[src/rtl/alu_mul_seq.sv]
// Purpose : builds a full DATA_WIDTH x DATA_WIDTH -> 2*DATA_WIDTH product by issuing four
//           HALF x HALF multiplies on the shared ALU and accumulating the partial products.
// Latency : response 5 cycles after the accept edge (unsigned), 7 with signed correction.
// Backpr. : one request at a time; req_ready only in IDLE; DONE holds the result until resp_ready.
//
// Optional feature: define ALU_MUL_SIGNED_EN to honour req_signed (two's-complement product).
//
// Ports:
//   clk, reset              clock, synchronous active-high reset
//   req_valid/req_ready     request handshake; req_a, req_b operands, req_signed flag
//   resp_valid/resp_ready   response handshake; resp_hi/resp_lo = product halves
//   alu_busy                sequencer owns the ALU inputs this cycle
//   alu_SrcA/alu_SrcB       ALU operands driven by the sequencer
//   alu_Operation           ALU opcode driven by the sequencer
//   alu_ALUResult           combinational ALU result, consumed in the same cycle
module alu_mul_seq #(
    parameter int                         DATA_WIDTH    = 32,
    parameter int                         OPCODE_LENGTH = 5,
    parameter logic [OPCODE_LENGTH-1:0]   OP_MUL16      = 5'b10010,
    parameter logic [OPCODE_LENGTH-1:0]   OP_SUB        = 5'b00110
) (
    input  logic                      clk,
    input  logic                      reset,
    input  logic                      req_valid,
    output logic                      req_ready,
    input  logic [DATA_WIDTH-1:0]     req_a,
    input  logic [DATA_WIDTH-1:0]     req_b,
    input  logic                      req_signed,
    output logic                      resp_valid,
    input  logic                      resp_ready,
    output logic [DATA_WIDTH-1:0]     resp_hi,
    output logic [DATA_WIDTH-1:0]     resp_lo,
    output logic                      alu_busy,
    output logic [DATA_WIDTH-1:0]     alu_SrcA,
    output logic [DATA_WIDTH-1:0]     alu_SrcB,
    output logic [OPCODE_LENGTH-1:0]  alu_Operation,
    input  logic [DATA_WIDTH-1:0]     alu_ALUResult
);

    localparam int HALF = DATA_WIDTH / 2;
    localparam int AW   = 2 * DATA_WIDTH;

`ifdef ALU_MUL_SIGNED_EN
    localparam bit SIGNED_EN = 1'b1;
`else
    localparam bit SIGNED_EN = 1'b0;
`endif

    typedef enum logic [2:0] {
        IDLE, PP0, PP1, PP2, PP3, CORR_A, CORR_B, DONE
    } state_t;

    state_t               state, state_nxt;
    logic [DATA_WIDTH-1:0] a_q, b_q;
    logic                  signed_q;
    logic [AW-1:0]         acc;
    logic [AW-1:0]         pp_ext;

    // A HALF x HALF product always fits in DATA_WIDTH bits, so zero-extension is exact.
    assign pp_ext  = {{DATA_WIDTH{1'b0}}, alu_ALUResult};
    assign resp_hi = acc[AW-1:DATA_WIDTH];
    assign resp_lo = acc[DATA_WIDTH-1:0];

    always_comb begin
        state_nxt     = state;
        req_ready     = 1'b0;
        resp_valid    = 1'b0;
        alu_busy      = 1'b0;
        alu_SrcA      = '0;
        alu_SrcB      = '0;
        alu_Operation = '0;
        case (state)
            IDLE: begin
                req_ready = 1'b1;
                if (req_valid) state_nxt = PP0;
            end
            PP0: begin
                alu_busy      = 1'b1;
                alu_SrcA      = {{HALF{1'b0}}, a_q[HALF-1:0]};
                alu_SrcB      = {{HALF{1'b0}}, b_q[HALF-1:0]};
                alu_Operation = OP_MUL16;
                state_nxt     = PP1;
            end
            PP1: begin
                alu_busy      = 1'b1;
                alu_SrcA      = {{HALF{1'b0}}, a_q[HALF-1:0]};
                alu_SrcB      = {{HALF{1'b0}}, b_q[DATA_WIDTH-1:HALF]};
                alu_Operation = OP_MUL16;
                state_nxt     = PP2;
            end
            PP2: begin
                alu_busy      = 1'b1;
                alu_SrcA      = {{HALF{1'b0}}, a_q[DATA_WIDTH-1:HALF]};
                alu_SrcB      = {{HALF{1'b0}}, b_q[HALF-1:0]};
                alu_Operation = OP_MUL16;
                state_nxt     = PP3;
            end
            PP3: begin
                alu_busy      = 1'b1;
                alu_SrcA      = {{HALF{1'b0}}, a_q[DATA_WIDTH-1:HALF]};
                alu_SrcB      = {{HALF{1'b0}}, b_q[DATA_WIDTH-1:HALF]};
                alu_Operation = OP_MUL16;
                state_nxt     = (signed_q && SIGNED_EN) ? CORR_A : DONE;
            end
            // Signed product = unsigned product - (a<0 ? b<<W : 0) - (b<0 ? a<<W : 0), mod 2^(2W).
            CORR_A: begin
                alu_busy      = 1'b1;
                alu_SrcA      = acc[AW-1:DATA_WIDTH];
                alu_SrcB      = a_q[DATA_WIDTH-1] ? b_q : '0;
                alu_Operation = OP_SUB;
                state_nxt     = CORR_B;
            end
            CORR_B: begin
                alu_busy      = 1'b1;
                alu_SrcA      = acc[AW-1:DATA_WIDTH];
                alu_SrcB      = b_q[DATA_WIDTH-1] ? a_q : '0;
                alu_Operation = OP_SUB;
                state_nxt     = DONE;
            end
            DONE: begin
                resp_valid = 1'b1;
                if (resp_ready) state_nxt = IDLE;
            end
            default: state_nxt = IDLE;
        endcase
    end

    always_ff @(posedge clk) begin
        if (reset) begin
            state    <= IDLE;
            a_q      <= '0;
            b_q      <= '0;
            signed_q <= 1'b0;
            acc      <= '0;
        end else begin
            state <= state_nxt;
            case (state)
                IDLE: begin
                    if (req_valid) begin
                        a_q      <= req_a;
                        b_q      <= req_b;
                        signed_q <= req_signed;
                        acc      <= '0;
                    end
                end
                PP0:           acc <= acc + pp_ext;
                PP1, PP2:      acc <= acc + (pp_ext << HALF);
                PP3:           acc <= acc + (pp_ext << DATA_WIDTH);
                CORR_A, CORR_B: acc[AW-1:DATA_WIDTH] <= alu_ALUResult;
                default: ;
            endcase
        end
    end

endmodule

[config.mk]
export PLATFORM = sky130hd
export DESIGN_NAME = alu_mul_seq
export DESIGN_NICKNAME = d
export VERILOG_FILES = /design/src/rtl/alu_mul_seq.sv
export SDC_FILE = /design/constraint.sdc
export NUM_CORES = 1
export LEC_CHECK = 0
export ABC_AREA = 1
export BUFFER_PORTS_ARGS = -buffer_cell sky130_fd_sc_hd__buf_2
export CORE_MARGIN = 2
export CORE_UTILIZATION = 41
export CTS_BUF_LIST = sky130_fd_sc_hd__clkbuf_2 sky130_fd_sc_hd__clkbuf_4 sky130_fd_sc_hd__clkbuf_8
export DETAILED_ROUTE_END_ITERATION = 8
export GPL_TIMING_DRIVEN = 0
export HOLD_SLACK_MARGIN = 0.08
export MAX_ROUTING_LAYER = met4
export PLACE_DENSITY = 0.58
export SETUP_SLACK_MARGIN = 0.05
export SYNTH_ARGS = -nofsm -noshare
export SYNTH_HDL_FRONTEND = slang
export SYNTH_SLANG_ARGS = --single-unit
[constraint.sdc]
create_clock -name clk -period 3.5 [get_ports clk]
set_input_delay 0.35 -clock clk [delete_from_list [all_inputs] [get_ports clk]]
set_output_delay 0.35 -clock clk [all_outputs]
set_load 0.05 [all_outputs]
After elaboration in Yosys (flattened, before gate mapping)

Cells that the tools add are included.

Add/sub/neg operators: 3
Eq/ne operators: 9
Muxes and demuxes: 14
Reduce and logical (&&, ||, !) cells: 16

Operators by type and width:

| kind                 | number |
|---|---|
| $pmux W32 S4         | 2 |
| $pmux W32 S5         | 1 |
| $pmux W32 S3         | 1 |
| $add A64 B32 Y64     | 1 |
| $add A64 B48 Y64     | 1 |
| $add A64 B64 Y64     | 1 |
| $mux W32             | 2 |
| $mux W64             | 1 |
| $pmux W3 S7          | 1 |
| $reduce_or A2 Y1     | 7 |
| $eq A3 B3 Y1 const B | 4 |
| $pmux W5 S2          | 1 |
| $reduce_and A2 Y1    | 4 |
| $eq A3 B2 Y1 const B | 2 |
| $mux W3              | 2 |
| $reduce_or A6 Y1     | 1 |
| $reduce_bool A5 Y1   | 1 |
| $ne A2 B2 Y1 const B | 2 |
| $reduce_bool A4 Y1   | 1 |
| $reduce_or A4 Y1     | 1 |
| $eq A3 B1 Y1 const B | 1 |
| $logic_not A3 Y1     | 1 |
| $mux W1              | 3 |

Register bits after elaboration: 131
Output and inout bits: 136
Logic and storage cells: 47

Longest topological paths before layout

Gate-level depths: netlist of run 1.

Depth in word-level cells: 4
Mapped depth: 18
Gate-level depth less buffers: 18

Worst setup path after synthesis of run 1

Ideal clock, no wire load.

Kind: reg-to-output
From: register state[2]
To: output port alu_SrcB[31]
Arrival time: 2.176 ns
Required time: 3.150 ns
Path slack: 0.974 ns
Stages on the path, launching flop included: 10
Cell sequence: dfxtp_1 -> inv_2 -> nor2_1 -> inv_1 -> nor2_2 -> inv_2 -> nand2_2 -> inv_2 -> clkbuf_1 -> nor3_1

Cells in the longest elaborated chain, start to end: 3
Elaborated cells on any way between the ends: 9

Ends and longest elaborated chain:

| what                                 | line | source |
|---|---|---|
| start: declaration                   | 53   | `state_t state, state_nxt;` |
| start signal: assignment             | 136  | `state <= state_nxt;` |
| $eq A3 B3 Y1 (tied with other cells) | 72   | `case (state)` |
| $reduce_or A2 Y1 (no line)           | n/a  |  |
| $pmux W32 S4 *                       | 72   |  |
| end: declaration                     | 35   | `output logic [DATA_WIDTH-1:0] alu_SrcB,` |

Every way passes the cells marked *; elsewhere a longest branch is shown, timed or not.

Worst setup path after layout of run 1

From: register state[2]
To: output port alu_SrcA[16]

Cells in the longest elaborated chain, start to end: 3
Elaborated cells on any way between the ends: 10

Ends and longest elaborated chain:

| what                                 | line | source |
|---|---|---|
| $eq A3 B3 Y1 (tied with other cells) | 72   |  |
| $reduce_or A2 Y1 (no line)           | n/a  |  |
| $pmux W32 S3 *                       | 72   |  |
| end: declaration                     | 34   | `output logic [DATA_WIDTH-1:0] alu_SrcA,` |

Marked as above.

==> flow_summary.yaml, run 1 <==
run_status:
  status: "completed"
sta:
  finalSetupViolations: 0
  worst_pin_slew_ns: 1.13
  fin_ws_ns: 0.0834
  max_slew_margin: 0.245
  min_period_ns: 3.42
  fmax_mhz: 293
  drv_slew: 0
  tns_ns: 0
  whs_ns: 0.0940
  skew_ns: 0.0127
  rsz0062_at_grt: "yes"
  period_share: 0.976
  hold_viol: 0
clock_network:
  clock-root-buffer: "clkbuf_8"
  h-tree-depth: 4
  cts_tree: "yes"
  cts_max_path_buffers: 2
  cts_sinks: 131
  postCtsSetupRepairBufs: 0
  cts_buffers: 17
  clk_pin_slew_ns: 0.09
  clk_latency_ns: 0.54
power:
  seqPwrFrac: 0.266
  peakVddDrop_v: 0.000272
  leakagePower_nw: 9.93
  power.internal_mw: 3.37
  power.density_nw_per_um2: 430
  power_mw: 7.69
  p_comb_frac: 0.555
  clkPwrFrac: 0.179
  p_switching_mw: 4.32
  p_sw_frac: 0.562
finish:
  finalInstanceArea_um2: 17900
  multiInputGateArea_um2: 10600
  register_area_um2: 2620
  filler_cell_count: 4361
  final_cells: 3742
  finish.utilization: 0.476
  area_growth_pct: 14.9
  drive_gt1_frac: 0.105
  nets: 3417
  antenna_cells: 0
placed_design:
  port-buffer-count: 231
  hpwl_um: 67700
  place_congestion: 1.09
  post-place-ws_ns: 0.200
  dpl.cell_count: 3698
  placed_area_um2: 17400
critical_path:
  critPathArrivalTime_ns: 3.07
  crit_path_max_incr_delay_ns: 0.45
  end_kind: "output port"
  cp-start-kind: "flip-flop"
  ff2ff_setup_slack_ns: 0.14
  crit_slowest_cell: "dfxtp_1"
  r2r_end: "acc[39]"
  critPathKind: "flip-flop to output port"
  critPathRequiredTime_ns: 3.15
  timing.critical_path.mode_cell: "inv_2"
  cp_cell_sequence: "inv_2 > nor2_1 > inv_1 > nor2_2 > inv_2 > nand2_2 > inv_2 > clkbuf_1 > nor2_1 > buf_2"
  crit_path_max_fanout: 10
  r2r-start: "acc[35]"
  r2r_cells: 12
floorplan:
  initial_core_util: 0.414
  dieArea_um2: 39600
  die_height_um: 199
  pin_count: 237
  core_um2: 37600
  num_rows: 71
  die_w_um: 199
synthesis:
  yosys-top-cells-count: "nand2_1, inv_1, nand3_1, nor2_1, a21oi_1"
  synth_area_per_cell_um2: 5.27
  yosys.area.top_type_share: 0.259
  ys_seq_area_frac: 0.168
  synth_most_common_cell: "nand2_1"
  synthesis.instances: 2955
  yosysTopAreaCell: "nand2_1"
  mappedNetlistArea_um2: 15600
  synth_area_leaders: "nand2_1, dfxtp_1, inv_1, nand3_1, ha_1"
  synth_cell_types: 45
  synth_edf_count: 0
  async_reset_ff_frac: 0
  ys.flop_type: "dfxtp_1"
  ys_warn_count: 0
  synth.ff_latch_count: 131
drt:
  via_per_inst: 5.51
  drtIter0Drc: 1991
  remaining_drc_errors: 0
  vias: 20600
  ant_nets: 0
  dr.pass1.iters: 6
  wl_per_cell_um: 21.8
  routed_wl_um: 81500
min_path:
  hold_end: "a_q[26]"
  hp-class: "input port to flip-flop"
  min_from: "req_a[26]"
  hold_depth: 3
grt:
  antenna_found_initial: 0
  grt_pass1_vias: 18800
  grt_usage: 0.422
  grt_start_max_net_pins: 17
  grt_pass1_wl_um: 117000
  overflow: 0
flow_run:
  maxCapViolCount: 0
-- kinds of logic (layout without fill, tap and decap cells) --
group | count (synthesis) | after routing | synth area share
flops | 131 | 131 | 0.168
simple gates | 1711 | 1711 | 0.456
xor+xnor | 5 | 5 | 0.00281
fa+ha+maj | 98 | 98 | 0.0802
other cells | 1 | 2 | 0.000241
compound gates | 390 | 390 | 0.140
buf+inv | 619 | 894 | 0.152
-- per-layer routing --
layer	vias to the layer above	wire length [um]	global-route usage
met5	-	0	-
met1	9288	32300	0.516
li1	9864	-	-
met4	0	5650	0.251
met2	1219	34800	0.650
met3	238	8770	0.0756
-- worst max path at each step --
stage / from / end / slack [ns] / cells past startpoint
2_1_floorplan: state[2] / alu_SrcB[31] / 0.97 / 9
3_3_place_gp: acc[35] / acc[39] / 0.23 / 12
3_5_place_dp: acc[35] / acc[39] / 0.20 / 12
4_1_cts: state[0] / alu_SrcA[5] / 0.09 / 11
5_1_grt: state[2] / alu_SrcA[16] / 0.02 / 10
6_report: state[2] / alu_SrcA[16] / 0.08 / 10
-- flip-flops by register name, summed over array words and instances, names as in the netlist --
name / count
acc: 64
a_q: 32
b_q: 32
state: 3
-- power groups by stage --
stage	clock, mW	sequential (mW)	combinational (mW)
after floorplan	0	2.25	2.43
after global placement	0	2.04	4.09
after detailed placement	0	2.05	4.12
after CTS	1.38	2.02	4.14
after global routing	1.43	2.05	4.57
final	1.38	2.04	4.27
-- cells in the final DEF (no fill, tap or decap), types with 5 or more instances in the layout --
master	netlist	routed
nand4_1	45	45
o21ai_1	6	5
clkbuf_8	0	17
o221ai_1	30	29
inv_1	541	541
a21o_1	5	5
ha_1	95	95
nand2_1	1076	1075
and2_1	9	9
a31oi_1	19	19
nand3b_1	18	18
nor2_1	246	245
o22ai_1	15	15
or2_2	22	22
buf_2	16	246
buf_4	6	6
clkbuf_1	39	39
nand3_1	252	252
inv_2	11	11
dfxtp_1	131	131
a21oi_1	191	191
nor3_1	23	23
o21ai_0	104	104
o21bai_1	10	10
nor2_2	8	9
inv_6	0	5
dlygate4sd3_1	0	12
-- what timing repair did --
item | in CTS | in global routing
endpoints found under the hold margin | 12 | 0
endpoints found under the setup margin | 1 | 14
pin swaps | 0 | 0
hold buffers | 12 | 0
resized for setup | 1 | 4
-- worst max-delay path, delay by kind of cell (launching register included) --
| kind | cells | cell delay (ns) |
|---|---|---|
| flops | 1 | 0.45 |
| simple gates | 4 | 0.94 |
| buf+inv | 6 | 1.14 |
-- final cells by class --
class / instances / area share
clock buffer: 17 / 0.0131
multi-input combinational: 2206 / 0.592
sequential: 131 / 0.147
inverter: 553 / 0.116
tap: 511 / 0.0357
clock inverter: 15 / 0.00804
buffer: 66 / 0.0168
timing repair buffer: 243 / 0.0713
No activity file was read; power rests on OpenSTA's default activity.
==> run 2, diff against run 1 <==
- CELL_PAD_IN_SITES_DETAIL_PLACEMENT: default -> 1
- CELL_PAD_IN_SITES_GLOBAL_PLACEMENT: default -> 1
- PLACE_DENSITY: 0.58 -> 0.83
==> flow_summary.yaml, run 2 (synthesized netlist as in run 1, its figures left out) <==
run_status:
  status: "completed"
sta:
  drv_slew: 0
  worst_pin_slew_ns: 1.02
  fmax_mhz: 295
  skew_ns: 0.0244
  min_period_ns: 3.39
  hold_viol: 0
  max_slew_margin: 0.321
  tns_ns: 0
  finalSetupViolations: 0
  rsz0062_at_grt: "no"
  period_share: 0.968
floorplan:
  core_um2: 37600
  pin_count: 237
  dieArea_um2: 39600
  num_rows: 71
  initial_core_util: 0.414
  die_height_um: 199
  die_w_um: 199
finish:
  nets: 3415
  layout_common_cells: "nand2_1, inv_1, nand3_1"
  reg.largest.list: "acc: 64 flops, a_q: 32 flops, b_q: 32 flops"
  drive_gt1_frac: 0.105
  max_flop_register: "acc"
  filler_cell_count: 5712
  area_growth_pct: 15.2
  largest_reg_flops: 64
  finalInstanceArea_um2: 17900
  final_common_cell: "nand2_1"
drt:
  remaining_drc_errors: 0
  ant_nets: 0
  drtIter0Drc: 1464
  via_per_inst: 5.71
  vias: 21300
  dr.pass1.iters: 7
  wl_per_cell_um: 23.5
  routed_wl_um: 87800
clock_network:
  cts_sinks: 131
  cts_tree: "yes"
  clock-root-buffer: "clkbuf_8"
  cts_buffers: 17
  clk_pin_slew_ns: 0.09
  clk_latency_ns: 0.55
  cts_max_path_buffers: 2
  h-tree-depth: 4
placed_design:
  placed_area_um2: 17400
  port-buffer-count: 231
  hpwl_um: 73100
  place_congestion: 1.10
grt:
  grt_usage: 0.455
  grt_pass1_wl_um: 128000
  overflow: 0
  grt_pass1_vias: 21300
  grt_start_max_net_pins: 17
  antenna_found_initial: 2
critical_path:
  critPathKind: "flip-flop to flip-flop"
  end_kind: "flip-flop"
  critPathRequiredTime_ns: 3.87
  r2r-start: "acc[35]"
  crit_path_max_fanout: 10
  crit_slowest_cell: "dfxtp_1"
  crit_path_max_incr_delay_ns: 0.71
  r2r_end: "acc[55]"
  critPathArrivalTime_ns: 3.75
  cp-start-kind: "flip-flop"
  ff2ff_setup_slack_ns: 0.11
  cp_cell_sequence: "ha_1 > nand2_1 > nor2_1 > inv_1 > nor2_2 > nand3_1 > nand3_1 > nand2_1 > nand2_1 > nand2_1 > nand3_1 > nand3_1 > nor2_1 > nor2_1"
  r2r_cells: 14
power:
  peakVddDrop_v: 0.000286
  power.density_nw_per_um2: 449
  power_mw: 8.05
  leakagePower_nw: 9.96
min_path:
  min_from: "req_b[7]"
  hp-class: "input port to flip-flop"
  hold_depth: 3
  hold_end: "b_q[7]"
flow_run:
  maxCapViolCount: 0
==> run 2: cell types whose count changed in the layout (fill, tap and decap cells not counted), sizes merged <==
| cell | delta |
|---|---|
| bufinv | +3 |
| diode | +2 |
| dlygate4sd3 | -3 |
| clkinv | -3 |
| clkbuf | +1 |
==> run 2: per-layer routing <==
layer  routed length (um)  track usage
met1                33800        0.519
met2                38800        0.715
met3                 8820        0.111
met4                 6380        0.291
met5                    0            -
==> run 2: worst max-delay path: cells and delay by family, from the launching register on <==
kind | cells | cell delay [ns]
AND/OR/NAND/NOR | 12 | 1.90
flip-flops | 1 | 0.71
adder cells (fa/ha/maj) | 1 | 0.40
buffers and inverters | 1 | 0.17
==> run 2: timing repair <==
| item | 4_1_cts | 5_1_grt |
|---|---|---|
| gates resized for setup | 2 | 6 |
| setup buffers | 1 | 0 |
| endpoints found under the setup margin | 2 | 5 |
| endpoints found under the hold margin | 9 | 0 |
| pin swaps | 1 | 0 |
| hold buffers | 9 | 0 |
| cloned | 0 | 0 |
==> run 2: cell type report <==
| class | instances | area, um2 | area share |
|---|---|---|---|
| multi-input combinational | 2206 | 10600 | 0.590 |
| sequential | 131 | 2620 | 0.146 |
| inverter | 553 | 2080 | 0.116 |
| timing repair buffer | 241 | 1260 | 0.0701 |
| tap | 511 | 639 | 0.0356 |
| buffer | 66 | 302 | 0.0168 |
| clock buffer | 17 | 234 | 0.0130 |
| clock inverter | 15 | 215 | 0.0120 |
| antenna | 2 | 5.00 | 0.000279 |
==> run 2: worst max-delay path by stage <==
stage,startpoint,endpoint,slack (ns)
final,acc[35],acc[55],0.11
after global routing,state[1],alu_SrcA[0],0.06
after CTS,acc[35],acc[55],0.07
after detailed placement,acc[35],acc[55],0.1
after global placement,acc[35],acc[39],0.24
after floorplan,state[2],alu_SrcB[31],0.97
==> run 2: power breakdown <==
part           internal, mW  leakage [nW]  switching (mW)
combinational          1.10          8.66            3.28
sequential             1.69          1.07           0.371
clock                 0.795         0.222           0.816
total                  3.59          9.96            4.46
==> run 2: through the flow <==
stage / util / worst slack [ns] / std cells / hold slack, ns
finish: 0.478 / 0.113 / 3742 / 0.0944
global route: 0.478 / 0.0570 / 3742 / 0.0932
CTS: 0.477 / 0.0712 / 3740 / 0.0836
detailed placement: 0.462 / 0.0967 / 3698 / 0.459
global placement: 0.462 / 0.243 / 3698 / 0.450
floorplan: - / 0.974 / 2956 / 0.441
==> run 3, diff against run 2 <==
- CORE_UTILIZATION: 41 -> 36
- PLACE_DENSITY: 0.83 -> 0.77
- clock period: 3.5 -> 2.9 ns (I/O delays scaled with it)
==> flow_summary.yaml, run 3 (synthesized netlist as in run 1, its figures left out) <==
sta:
  max_slew_margin: 0.354
  drv_slew: 0
  skew_ns: 0.0153
  worst_pin_slew_ns: 0.970
  tns_ns: 0
  period_share: 0.981
  finalSetupViolations: 0
  fmax_mhz: 351
  min_period_ns: 2.85
  hold_viol: 0
  whs_ns: 0.186
  rsz0062_at_grt: "yes"
power:
  power_mw: 9.74
  leakagePower_nw: 10.3
  peakVddDrop_v: 0.000359
  power.density_nw_per_um2: 511
critical_path:
  worst-path-stages: 7
  crit_slowest_cell: "buf_2"
  timing.critical_path.mode_cell: "buf_4"
  ff2ff_setup_slack_ns: 0.14
  critPathKind: "flip-flop to output port"
  startpoint: "state[1]"
  cp_cell_sequence: "inv_2 > nor2_1 > buf_2 > a21oi_4 > buf_4 > o211ai_1 > buf_4"
  r2r_end: "acc[54]"
  critPathRequiredTime_ns: 2.61
  crit_family: "buffers and inverters"
  crit_path_max_incr_delay_ns: 0.44
  critPathBufInv: 4
  critPathArrivalTime_ns: 2.56
  end_kind: "output port"
  r2r-start: "acc[27]"
  crit_path_max_fanout: 10
  cp-start-kind: "flip-flop"
  r2r_cells: 15
  worstSetupEndpoint: "alu_SrcA[1]"
clock_network:
  cts_sinks: 131
  cts_max_path_buffers: 2
  clk_latency_ns: 0.59
  cts_buffers: 17
  clock-root-buffer: "clkbuf_8"
  cts_tree: "yes"
  h-tree-depth: 4
  clk_pin_slew_ns: 0.10
finish:
  final_cells: 3885
  area_growth_pct: 22.3
  nets: 3486
  largest_reg_flops: 64
  reg.largest.list: "acc: 64 flops, a_q: 32 flops, b_q: 32 flops"
  layout_common_cells: "nand2_1, inv_1, nand3_1"
  register_area_um2: 2650
  finish.utilization: 0.444
  max_flop_register: "acc"
  filler_cell_count: 6204
  multiInputGateArea_um2: 10800
  final_common_cell: "nand2_1"
  drive_gt1_frac: 0.132
  antenna_cells: 0
floorplan:
  core_um2: 42900
  die_w_um: 212
  initial_core_util: 0.363
  num_rows: 76
  dieArea_um2: 44900
  pin_count: 237
  die_height_um: 212
drt:
  ant_nets: 0
  drtIter0Drc: 1746
  dr.pass1.iters: 6
  vias: 21400
  wl_per_cell_um: 23.7
  via_per_inst: 5.51
  remaining_drc_errors: 0
  routed_wl_um: 92200
run_status:
  status: "completed"
flow_run:
  maxCapViolCount: 0
grt:
  antenna_found_initial: 0
  grt_start_max_net_pins: 17
  grt_usage: 0.421
  grt_pass1_vias: 21400
  grt_pass1_wl_um: 134000
  overflow: 0
placed_design:
  port-buffer-count: 231
  hpwl_um: 76300
  dpl.cell_count: 3772
  place_congestion: 1.07
min_path:
  hp-class: "input port to flip-flop"
[run 3: cell types whose count changed in the layout (fill, tap and decap cells not counted), moves of 8 or more]
| cell | previous run | this run |
|---|---|---|
| dlygate4sd3_1 | 9 | 64 |
| buf_2 | 244 | 213 |
| dfxtp_1 | 131 | 110 |
| nand2_2 | 3 | 13 |
| clkbuf_1 | 38 | 30 |
| buf_4 | 8 | 49 |
| nor2_1 | 245 | 237 |
| dfxtp_2 | 0 | 20 |
| nand2_1 | 1075 | 1063 |
[run 3: through the flow]
step                      instance area [um2]  setup slack, ns
after global routing                    19100           0.0116
after detailed placement                17500           -0.550
after global placement                  17500           -0.559
after CTS                               18800           0.0447
final                                   19100           0.0547
after floorplan                         15600            0.434
[run 3: worst min-delay path by stage]
stage,from,to,cells after the start
finish,req_b[22],b_q[22],3
global route,req_b[22],b_q[22],3
CTS,req_b[22],b_q[22],3
detailed placement,b_q[1],b_q[1],2
global placement,b_q[15],b_q[15],2
floorplan,b_q[0],b_q[0],2
[run 3: layout make-up]
cell class	instances	area share
Clock inverter	15	0.00847
Timing Repair Buffer	313	0.106
Inverter	553	0.109
Buffer	65	0.0187
Tap cell	585	0.0384
Sequential cell	131	0.139
Multi-Input combinational cell	2206	0.568
Clock buffer	17	0.0123
[run 3: routing by layer]
metal / global-route usage / routed length [um] / share of wire
met3: 0.0737 / 7030 / 0.076
met2: 0.666 / 41300 / 0.45
met5: - / 0 / 0
met1: 0.502 / 37800 / 0.41
met4: 0.249 / 6070 / 0.066
[run 3: timing repair]
item,4_1_cts,5_1_grt
buffers inserted,6,12
hold endpoints to repair,66,0
hold buffers,64,0
resized for setup,78,74
setup endpoints to repair,63,92
pin swaps,4,6
[run 3: tightest hold or removal path, stage by stage]
cell,delay (ns)
buf_2,0.07
o21ai_0,0.15
a21oi_1,0.20
[run 3: report_power, final]
group | internal, mW | switching (mW) | total, mW
clock network | 0.645 | 1.06 | 1.71
logic | 1.49 | 4.07 | 5.56
registers | 2.06 | 0.422 | 2.48
total | 4.19 | 5.56 | 9.74
